File: src/rtl/accel_poller_pkg.sv
// Shared constants and state encoding for the ADXL362 Wishbone poller.
// Register offsets match the simple_spi wrapper decode on adr[5:3].
package accel_poller_pkg;

   localparam logic [31:0] SPCR_OFS = 32'h00;
   localparam logic [31:0] SPSR_OFS = 32'h08;
   localparam logic [31:0] SPDR_OFS = 32'h10;
   localparam logic [31:0] SPER_OFS = 32'h18;
   localparam logic [31:0] SSR_OFS  = 32'h20;

   localparam logic [7:0] SPCR_INIT   = 8'h50;
   localparam logic [7:0] ADXL_CMD_RD = 8'h0B;
   localparam logic [7:0] ADXL_XDATA  = 8'h08;

   localparam int RFEMPTY = 0;

   typedef enum logic [2:0] {
      ST_INIT,
      ST_WAIT,
      ST_CS_ON,
      ST_TX,
      ST_POLL,
      ST_RX,
      ST_CS_OFF,
      ST_PUB
   } state_t;

   // Burst-read frame: command, start address, then three dummy bytes.
   function automatic logic [7:0] tx_byte(input logic [2:0] idx);
      case (idx)
         3'd0:    tx_byte = ADXL_CMD_RD;
         3'd1:    tx_byte = ADXL_XDATA;
         default: tx_byte = 8'h00;
      endcase
   endfunction

endpackage

File: src/rtl/wbm_single_xfer.sv
// One classic Wishbone single cycle per start pulse; done pulses the cycle
// after ack with the low read byte captured in rdat.
module wbm_single_xfer (
   input  logic        clk,
   input  logic        rst,
   input  logic        start,
   input  logic [31:0] adr,
   input  logic [7:0]  wdat,
   input  logic        we,
   output logic        done,
   output logic [7:0]  rdat,
   output logic [31:0] wbm_adr_o,
   output logic [31:0] wbm_dat_o,
   input  logic [31:0] wbm_dat_i,
   output logic        wbm_we_o,
   output logic [3:0]  wbm_sel_o,
   output logic        wbm_stb_o,
   output logic        wbm_cyc_o,
   input  logic        wbm_ack_i
);

   logic       cyc_q;
   logic [7:0] wdat_q;
   logic       unused_dat;

   assign unused_dat = ^wbm_dat_i[31:8];
   assign wbm_cyc_o  = cyc_q;
   assign wbm_stb_o  = cyc_q;
   assign wbm_sel_o  = cyc_q ? 4'b0001 : 4'b0000;
   assign wbm_dat_o  = {24'h000000, wdat_q};

   // ack is only honoured while a cycle is open; start is ignored while busy.
   always_ff @(posedge clk or posedge rst) begin
      if (rst) begin
         cyc_q     <= 1'b0;
         wdat_q    <= 8'h00;
         wbm_adr_o <= 32'h0;
         wbm_we_o  <= 1'b0;
         done      <= 1'b0;
         rdat      <= 8'h00;
      end else begin
         done <= 1'b0;
         if (cyc_q) begin
            if (wbm_ack_i) begin
               cyc_q <= 1'b0;
               done  <= 1'b1;
               rdat  <= wbm_dat_i[7:0];
            end
         end else if (start) begin
            cyc_q     <= 1'b1;
            wbm_adr_o <= adr;
            wdat_q    <= wdat;
            wbm_we_o  <= we;
         end
      end
   end

endmodule

File: src/rtl/wb_accel_poller.sv
// Wishbone master that configures simple_spi and periodically burst-reads ADXL362 X/Y/Z.
// Optional 4-frame averaging is built when ACCEL_POLL_AVG_EN is defined.
module wb_accel_poller
   import accel_poller_pkg::*;
#(
   parameter int unsigned PERIOD_CYC = 100000,
   parameter int unsigned POLL_LIMIT = 1024,
   parameter logic [31:0] BASE_ADR   = 32'h0
) (
   input  logic        wb_clk_i,
   input  logic        wb_rst_i,
   input  logic        enable_i,
   output logic [31:0] wbm_adr_o,
   output logic [31:0] wbm_dat_o,
   input  logic [31:0] wbm_dat_i,
   output logic        wbm_we_o,
   output logic [3:0]  wbm_sel_o,
   output logic        wbm_stb_o,
   output logic        wbm_cyc_o,
   input  logic        wbm_ack_i,
   output logic [7:0]  x_o,
   output logic [7:0]  y_o,
   output logic [7:0]  z_o,
   output logic        sample_valid_o,
   output logic        busy_o,
   output logic        timeout_o
);

   localparam int CW = (PERIOD_CYC > 1) ? $clog2(PERIOD_CYC) : 1;
   localparam int PW = $clog2(POLL_LIMIT + 1);

   state_t          state, state_n;
   logic            launched, launched_n;
   logic            start;
   logic [31:0]     req_off;
   logic [7:0]      req_wdat;
   logic            req_we;
   logic            done;
   logic [7:0]      rdat;
   logic            bus_state;
   logic            poll_timeout;
   logic            pub_go;

   logic [1:0]      init_step;
   logic [2:0]      idx;
   logic [PW-1:0]   poll_cnt;
   logic            tmo_flag;
   logic [7:0]      hx, hy, hz;
   logic [CW-1:0]   period_cnt;

   wbm_single_xfer u_xfer (
      .clk       (wb_clk_i),
      .rst       (wb_rst_i),
      .start     (start),
      .adr       (BASE_ADR + req_off),
      .wdat      (req_wdat),
      .we        (req_we),
      .done      (done),
      .rdat      (rdat),
      .wbm_adr_o (wbm_adr_o),
      .wbm_dat_o (wbm_dat_o),
      .wbm_dat_i (wbm_dat_i),
      .wbm_we_o  (wbm_we_o),
      .wbm_sel_o (wbm_sel_o),
      .wbm_stb_o (wbm_stb_o),
      .wbm_cyc_o (wbm_cyc_o),
      .wbm_ack_i (wbm_ack_i)
   );

   assign poll_timeout = rdat[RFEMPTY] && (poll_cnt == PW'(POLL_LIMIT - 1));
   assign pub_go       = (state == ST_CS_OFF) && (state_n == ST_PUB);

   always_ff @(posedge wb_clk_i or posedge wb_rst_i) begin
      if (wb_rst_i) begin
         state    <= ST_INIT;
         launched <= 1'b0;
      end else begin
         state    <= state_n;
         launched <= launched_n;
      end
   end

   // Every bus state launches exactly one transfer, then waits for its done pulse.
   always_comb begin
      state_n    = state;
      launched_n = launched;
      start      = 1'b0;
      req_off    = SPCR_OFS;
      req_wdat   = 8'h00;
      req_we     = 1'b1;
      bus_state  = (state != ST_WAIT) && (state != ST_PUB);

      case (state)
         ST_INIT: begin
            case (init_step)
               2'd0: begin
                  req_off  = SPCR_OFS;
                  req_wdat = SPCR_INIT;
               end
               2'd1:    req_off = SPER_OFS;
               default: req_off = SSR_OFS;
            endcase
         end
         ST_CS_ON: begin
            req_off  = SSR_OFS;
            req_wdat = 8'h01;
         end
         ST_TX: begin
            req_off  = SPDR_OFS;
            req_wdat = tx_byte(idx);
         end
         ST_POLL: begin
            req_off = SPSR_OFS;
            req_we  = 1'b0;
         end
         ST_RX: begin
            req_off = SPDR_OFS;
            req_we  = 1'b0;
         end
         ST_CS_OFF: req_off = SSR_OFS;
         default: ;
      endcase

      if (bus_state) begin
         if (!launched) begin
            start      = 1'b1;
            launched_n = 1'b1;
         end else if (done) begin
            launched_n = 1'b0;
            case (state)
               ST_INIT:   if (init_step == 2'd2) state_n = ST_WAIT;
               ST_CS_ON:  state_n = ST_TX;
               ST_TX:     state_n = ST_POLL;
               ST_POLL: begin
                  if (!rdat[RFEMPTY])  state_n = ST_RX;
                  else if (poll_timeout) state_n = ST_CS_OFF;
               end
               ST_RX:     state_n = (idx == 3'd4) ? ST_CS_OFF : ST_TX;
               ST_CS_OFF: state_n = tmo_flag ? ST_WAIT : ST_PUB;
               default:   state_n = ST_INIT;
            endcase
         end
      end else if (state == ST_WAIT) begin
         if ((period_cnt == '0) && enable_i) state_n = ST_CS_ON;
      end else begin
         state_n = ST_WAIT;
      end
   end

`ifdef ACCEL_POLL_AVG_EN
   logic [9:0] acc_x, acc_y, acc_z;
   logic [9:0] sum_x, sum_y, sum_z;
   logic [1:0] avg_cnt;

   assign sum_x = acc_x + {{2{hx[7]}}, hx};
   assign sum_y = acc_y + {{2{hy[7]}}, hy};
   assign sum_z = acc_z + {{2{hz[7]}}, hz};
`endif

   always_ff @(posedge wb_clk_i or posedge wb_rst_i) begin
      if (wb_rst_i) begin
         init_step      <= 2'd0;
         idx            <= 3'd0;
         poll_cnt       <= '0;
         tmo_flag       <= 1'b0;
         hx             <= 8'h00;
         hy             <= 8'h00;
         hz             <= 8'h00;
         period_cnt     <= '0;
         timeout_o      <= 1'b0;
         busy_o         <= 1'b0;
         sample_valid_o <= 1'b0;
         x_o            <= 8'h00;
         y_o            <= 8'h00;
         z_o            <= 8'h00;
`ifdef ACCEL_POLL_AVG_EN
         acc_x          <= 10'd0;
         acc_y          <= 10'd0;
         acc_z          <= 10'd0;
         avg_cnt        <= 2'd0;
`endif
      end else begin
         sample_valid_o <= 1'b0;
         busy_o <= (state_n inside {ST_CS_ON, ST_TX, ST_POLL, ST_RX, ST_CS_OFF});

         // Free-running period timer; disabling parks it at zero so re-enable starts at once.
         if (!enable_i || (period_cnt == CW'(PERIOD_CYC - 1))) period_cnt <= '0;
         else period_cnt <= period_cnt + CW'(1);

         if (done) begin
            case (state)
               ST_INIT:  init_step <= init_step + 2'd1;
               ST_CS_ON: begin
                  idx      <= 3'd0;
                  tmo_flag <= 1'b0;
               end
               ST_TX:    poll_cnt <= '0;
               ST_POLL: begin
                  if (rdat[RFEMPTY]) begin
                     poll_cnt <= poll_cnt + PW'(1);
                     if (poll_timeout) begin
                        timeout_o <= 1'b1;
                        tmo_flag  <= 1'b1;
`ifdef ACCEL_POLL_AVG_EN
                        acc_x   <= 10'd0;
                        acc_y   <= 10'd0;
                        acc_z   <= 10'd0;
                        avg_cnt <= 2'd0;
`endif
                     end
                  end
               end
               ST_RX: begin
                  case (idx)
                     3'd2:    hx <= rdat;
                     3'd3:    hy <= rdat;
                     3'd4:    hz <= rdat;
                     default: ;
                  endcase
                  idx <= idx + 3'd1;
               end
               default: ;
            endcase
         end

`ifdef ACCEL_POLL_AVG_EN
         if (pub_go) begin
            if (avg_cnt == 2'd3) begin
               x_o            <= sum_x[9:2];
               y_o            <= sum_y[9:2];
               z_o            <= sum_z[9:2];
               sample_valid_o <= 1'b1;
               acc_x          <= 10'd0;
               acc_y          <= 10'd0;
               acc_z          <= 10'd0;
               avg_cnt        <= 2'd0;
            end else begin
               acc_x   <= sum_x;
               acc_y   <= sum_y;
               acc_z   <= sum_z;
               avg_cnt <= avg_cnt + 2'd1;
            end
         end
`else
         if (pub_go) begin
            x_o            <= hx;
            y_o            <= hy;
            z_o            <= hz;
            sample_valid_o <= 1'b1;
         end
`endif
      end
   end

endmodule
File: config.mk
export PLATFORM = sky130hd
export DESIGN_NAME = wb_accel_poller
export DESIGN_NICKNAME = d
export VERILOG_FILES = /design/src/rtl/accel_poller_pkg.sv /design/src/rtl/wbm_single_xfer.sv /design/src/rtl/wb_accel_poller.sv
export SDC_FILE = /design/constraint.sdc
export NUM_CORES = 1
export LEC_CHECK = 0
export ABC_AREA = 1
export CORE_ASPECT_RATIO = 1.75
export CORE_MARGIN = 1.5
export CORE_UTILIZATION = 50
export DETAILED_ROUTE_END_ITERATION = 10
export PLACE_DENSITY_LB_ADDON = 0.1
export SYNTH_ARGS = -nofsm -noshare
export SYNTH_HDL_FRONTEND = slang
export SYNTH_SLANG_ARGS = --single-unit
File: constraint.sdc
create_clock -name wb_clk_i -period 4.9 [get_ports wb_clk_i]
set_clock_uncertainty 0.2 [all_clocks]
set_input_delay 0.98 -clock wb_clk_i [delete_from_list [all_inputs] [get_ports wb_clk_i]]
set_output_delay 0.98 -clock wb_clk_i [all_outputs]
set_load 0.02 [all_outputs]
* Word-level counts from Yosys, hierarchy flattened
Index checks and enable logic that the tools add are counted.
Word-level totals: output and inout bits 98, register bits after elaboration 140, word-level logic and storage cells 113, bits of input ports 36
Operators by class: eq/ne operators 24, add/subtract/negate cells 4, reduce and logical (&&, ||, !) cells 27, bitwise operators 1, muxes and demuxes 35
Operator list (number):
- 3-bit 2-to-1 mux | 10
- 3-bit == test (second input constant) | 8
- 6-bit one-hot mux with 4 select lines | 1
- 11-bit one-hot mux with 2 select lines | 1
- 7-bit one-hot mux with 3 select lines | 1
- 3-bit by 2-bit == test with 1-bit output (second input constant) | 6
- 3-bit one-hot mux with 6 select lines | 1
- 17-bit by 1-bit adder with 17-bit output (second input constant) | 1
- 17-bit == test (second input constant) | 1
- 17-bit zero test | 1
- 17-bit 2-to-1 mux | 1
- 1-bit 2-to-1 mux | 14
- 6-bit one-hot mux with 2 select lines | 1
- 3-bit AND reduction | 4
- 11-bit by 1-bit adder with 11-bit output (second input constant) | 1
- 11-bit by 10-bit == test with 1-bit output (second input constant) | 1
- 11-bit 2-to-1 mux | 1
- 4-bit one-hot mux with 2 select lines | 1
- 2-bit AND reduction | 4
- 4-bit AND reduction | 2
- 7-bit 2-to-1 mux | 1
- 3-bit by 1-bit == test with 1-bit output (second input constant) | 2
- 3-bit zero test | 2
- 3-bit one-hot mux with 2 select lines | 1
- other kinds (17) | 24

* Logic depth before layout (Yosys ltp)
depth after elaboration 11, depth in mapped cells 13, gate-level depth less buffers 12

* Hierarchy
Synthesis repeated with hierarchy kept, for this count alone.
Second synthesis, totals: cell total of the unflattened synthesis 790, area, all modules 6810.3 um^2
By module, submodules not included:
- wb_accel_poller | seq. area each 2227.1 um^2, instances 1, area an instance 4499.3 um^2, cells each 541
- wbm_single_xfer | seq. area each 1276.2 um^2, instances 1, area an instance 2311.0 um^2, cells each 249

* Least setup slack after synthesis
No wires, ideal clock.
kind input -> register, from input port enable_i, to register x_o[2], slack 2716 ps, data required time 4583 ps, path buffers 1, data arrival time 1867 ps, cell stages on the path 12, setup time 117 ps, path through inv_1 > nor2_1 > nand2_1 > nor2_1 > nand2_1 > nor2_1 > nor2_1 > nand2_4 > nand3_4 > buf_6 > nand2_1 > nand2_1
On the way: cells in the longest elaborated chain, start to end 6
RTL lines:
- from (decl) | RTL line wb_accel_poller.sv:12 | input logic enable_i,
- 1-bit logical AND | RTL line wb_accel_poller.sv:144 | if ((period_cnt == '0) && enable_i) state_n = ST_CS_ON;
- 3-bit 2-to-1 mux | RTL line wb_accel_poller.sv:144
- 3-bit 2-to-1 mux | RTL line wb_accel_poller.sv:143 | end else if (state == ST_WAIT) begin
- 3-bit 2-to-1 mux | RTL line wb_accel_poller.sv:124 | if (bus_state) begin
- 3-bit == test | RTL line wb_accel_poller.sv:71 | assign pub_go = (state == ST_CS_OFF) && (state_n == ST_PUB);
- 1-bit logical AND | RTL line wb_accel_poller.sv:71
- to (signal assigned) | RTL line wb_accel_poller.sv:173 | x_o <= 8'h00;
- to (signal assigned) | RTL line wb_accel_poller.sv:246 | x_o <= hx;
- to (decl) | RTL line wb_accel_poller.sv:21 | output logic [7:0] x_o,
No other way between the ends. A chain may end at the register's enable or synchronous reset.

* Final worst setup path
from input port enable_i, to register z_o[2]
On the way: cells in the longest elaborated chain, start to end 6
RTL lines:
- 1-bit logical AND | RTL line wb_accel_poller.sv:144
- 3-bit 2-to-1 mux | RTL line wb_accel_poller.sv:144
- 3-bit 2-to-1 mux | RTL line wb_accel_poller.sv:143
- 3-bit 2-to-1 mux | RTL line wb_accel_poller.sv:124
- 3-bit == test | RTL line wb_accel_poller.sv:71
- 1-bit logical AND | RTL line wb_accel_poller.sv:71
- to (signal assigned) | RTL line wb_accel_poller.sv:248 | z_o <= hz;
- to (decl) | RTL line wb_accel_poller.sv:23 | output logic [7:0] z_o,
No other way between the ends.

==> flow_summary.yaml <==
place:
  gp_congestion: 0.898
  dp_cells: 803
  port_buffers: 50
  pre_cts_ws_ns: 1.79
  dp_hpwl_um: 8580
synthesis:
  ys_ff_latch: 107
  ys_types: 38
  synth_top_area_cell: "dfrtp_1"
  synthArstFlopShare_pct: 100
  yosys_most_used_dff: "dfrtp_1"
  netlist_area_um2: 5420
  yosysSeqAreaShare_pct: 49.4
  yosys-top-cells-count: "nand2_1, dfrtp_1, buf_4"
  yosys-top-cells-area: "dfrtp_1, nand2_1, buf_4"
  syn_area_per_cell_um2: 8.46
  synth.top_cell.area_share_pct: 49.4
  synth_most_common_cell: "nand2_1"
  synth_cells: 640
  yosysWarningCount: 0
  synth_edf_count: 0
die:
  die_area_um2: 11500
  core_um2: 10600
  die_x_um: 81.7
  core.rowCount: 50
  fp.dieH_um: 141
  initial_utilization_pct: 50.9
  io_pins: 134
routing:
  drc: 0
  ant_nets: 0
  first_pass_iters: 5
  vias_per_cell: 4.98
  first_iter_violations: 222
  routed-via-count: 4065
  routed_wirelength_um: 11600
  routedWlPerCell_um: 14.2
worst_setup_path:
  rr_worst_depth: 11
  path_buf_inv: 2
  path_max_fanout: 27
  cp.arrival_ns: 2.77
  r2r-start: "state[2]"
  rrSetupSlack_ns: 2.52
  cp.required_ns: 4.93
  crit_chain: "clkdlybuf4s50_1 > inv_1 > nor2_1 > nand2_1 > nor2_1 > nand2_1 > nor2_1 > nor2_1 > nand2_4 > nand3_4 > nand2_1 > nand2_1"
  path_class: "in -> reg"
  max_stage_delay_ns: 0.45
  crit_slowest_cell: "clkdlybuf4s50_1"
  endpoint_kind: "flop"
  reg2reg_to: "z_o[2]"
  startpoint_type: "primary input"
  cp_top_family: "simple AND/OR/NAND/NOR gates"
clocking:
  cts_buffers: 9
  numClockSinks: 107
  cts_resized: 0
  clk_latency_ns: 0.34
  cts_tree: "yes"
  htreeDepth: 3
  cts.clk_slew.worst_paths_ns: 0.06
  cts_root_buf: "clkbuf_16"
  ctsHoldBuffers: 0
  clockBufferDepth: 2
  post-cts-setup-buffer-count: 0
sta:
  relSlewSlack_pct: 33.7
  worstMarginPinSlew_ns: 0.994
  tns_ns: 0
  hold_viol: 0
  setup_viol: 0
  period_minus_slack_ns: 2.75
  fmax_ghz: 0.364
  grt_setup_unrepaired: "no"
  setup_ws_ns: 2.15
  fin_crit_sh_pct: 56.1
  drv_slew: 0
outcome:
  outcome: "complete, no violations"
global_routing:
  grt_pass1_vias: 3972
  grt_pass1_wl_um: 18900
  grt_max_degree: 81
  grt_use_total_pct: 21.6
  grt_antenna_before_repair: 0
  grt-ovfl-total: 0
job:
  max_cap_violations: 0
layout:
  nNetsFinal: 731
  area_growth_syn_to_layout_pct: 10.9
  fin_cells: 817
  drive_gt1_share_pct: 5.39
  antenna_cells: 0
worst_hold_path:
  hold_path_end: "y_o[6]"
  holdPathStages: 2
  worstHoldStart: "y_o[6]"
  hold_path_class: "reg -> reg"
pwr:
  ir_worst_vdd_mv: 0.374
  p_leak_nw: 2.94
  power_density_nw_per_um2: 409
  fin_total_pwr_mw: 2.45
power by group:
part / switching [mW] / internal (mW) / leakage, nW / total (mW)
clock network: 0.295 / 0.338 / 0.121 / 0.633
registers: 0.0867 / 0.984 / 1.45 / 1.07
logic: 0.534 / 0.216 / 1.36 / 0.750
final cells by class:
cell class / instances / area (um^2)
sequential: 107 / 2680
clock buffer: 11 / 233
inverter: 61 / 231
multi-input combinational: 453 / 2170
tap: 130 / 163
fill: 1028 / 4630
clock inverter: 3 / 17.5
timing repair buffer: 52 / 515
flip-flops by register name, indices dropped and copies added (netlist names), 3 cells and up:
register / flops
u_xfer.wbm_adr_o: 3
x_o: 8
poll_cnt: 11
y_o: 8
z_o: 8
hy: 8
u_xfer.wdat_q: 4
period_cnt: 17
state: 3
hz: 8
u_xfer.rdat: 8
idx: 3
hx: 8
metal layers:
layer / up-vias / global-route usage, % / wire [um]
li1: 2011 / - / -
met4: 0 / 7.76 / 191
met1: 1963 / 22.6 / 4260
met3: 13 / 3.04 / 284
met2: 78 / 41.9 / 6900
met5: - / 0 / 0
through the flow:
stage          utilization, %  hold WS [ns]  instance area, um^2
6_report                 56.5         0.276                 6000
3_3_place_gp             54.1         0.262                 5750
3_5_place_dp             54.1         0.264                 5750
4_1_cts                  56.5         0.278                 6000
5_1_grt                  56.5         0.294                 6000
2_1_floorplan               -         0.253                 5630
worst register-to-register path, cell delays in order (launching register included):
cell and delay, ns:
dfrtp_1 0.52, inv_2 0.14, nor2_4 0.15, nand2_1 0.14, nand2_1 0.13, nor2_1 0.05, nand2_1 0.08, nand2_2 0.06
nand2_4 0.26, nand3_4 0.34, nand2_1 0.15, nand2_1 0.06
layout by cell type, fill, tap and decap left out, types with 2 or more instances in the layout:
cell type	instances
conb_1	59
clkinv_2	2
a21oi_1	13
clkbuf_16	9
inv_1	52
nand2_2	2
clkbuf_1	2
nand2_1	165
clkinv_1	2
dfrtp_1	107
o21ai_0	51
o21bai_1	2
nor2_2	2
xor2_1	6
nand2_4	3
nor2_4	2
inv_2	6
ha_1	11
a31oi_1	3
nand4_1	30
buf_4	2
nor3_1	8
clkdlybuf4s50_1	50
nor3_2	2
nand3_1	23
nor2_1	58
how the worst max path moves through the flow:
| stage | start | endpoint | slack (ns) | cells after the start |
|---|---|---|---|---|
| 2_1_floorplan | wb_rst_i | busy_o | 0.90 | 1 |
| 3_3_place_gp | enable_i | y_o[2] | 1.79 | 12 |
| 3_5_place_dp | enable_i | x_o[7] | 1.79 | 12 |
| 4_1_cts | enable_i | z_o[2] | 2.14 | 12 |
| 5_1_grt | enable_i | x_o[7] | 1.98 | 12 |
| 6_report | enable_i | z_o[2] | 2.15 | 12 |
cell families after synthesis:
group                    synth area share (%)
AO/OA/AOI/OAI                            7.51
XOR/XNOR                                 1.13
adder cells (fa/ha/maj)                  2.54
buffers and inverters                    14.6
flip-flops                               49.4
other                                  0.0692
AND/OR/NAND/NOR                          24.7
No activity file was read; power rests on OpenSTA's default activity.
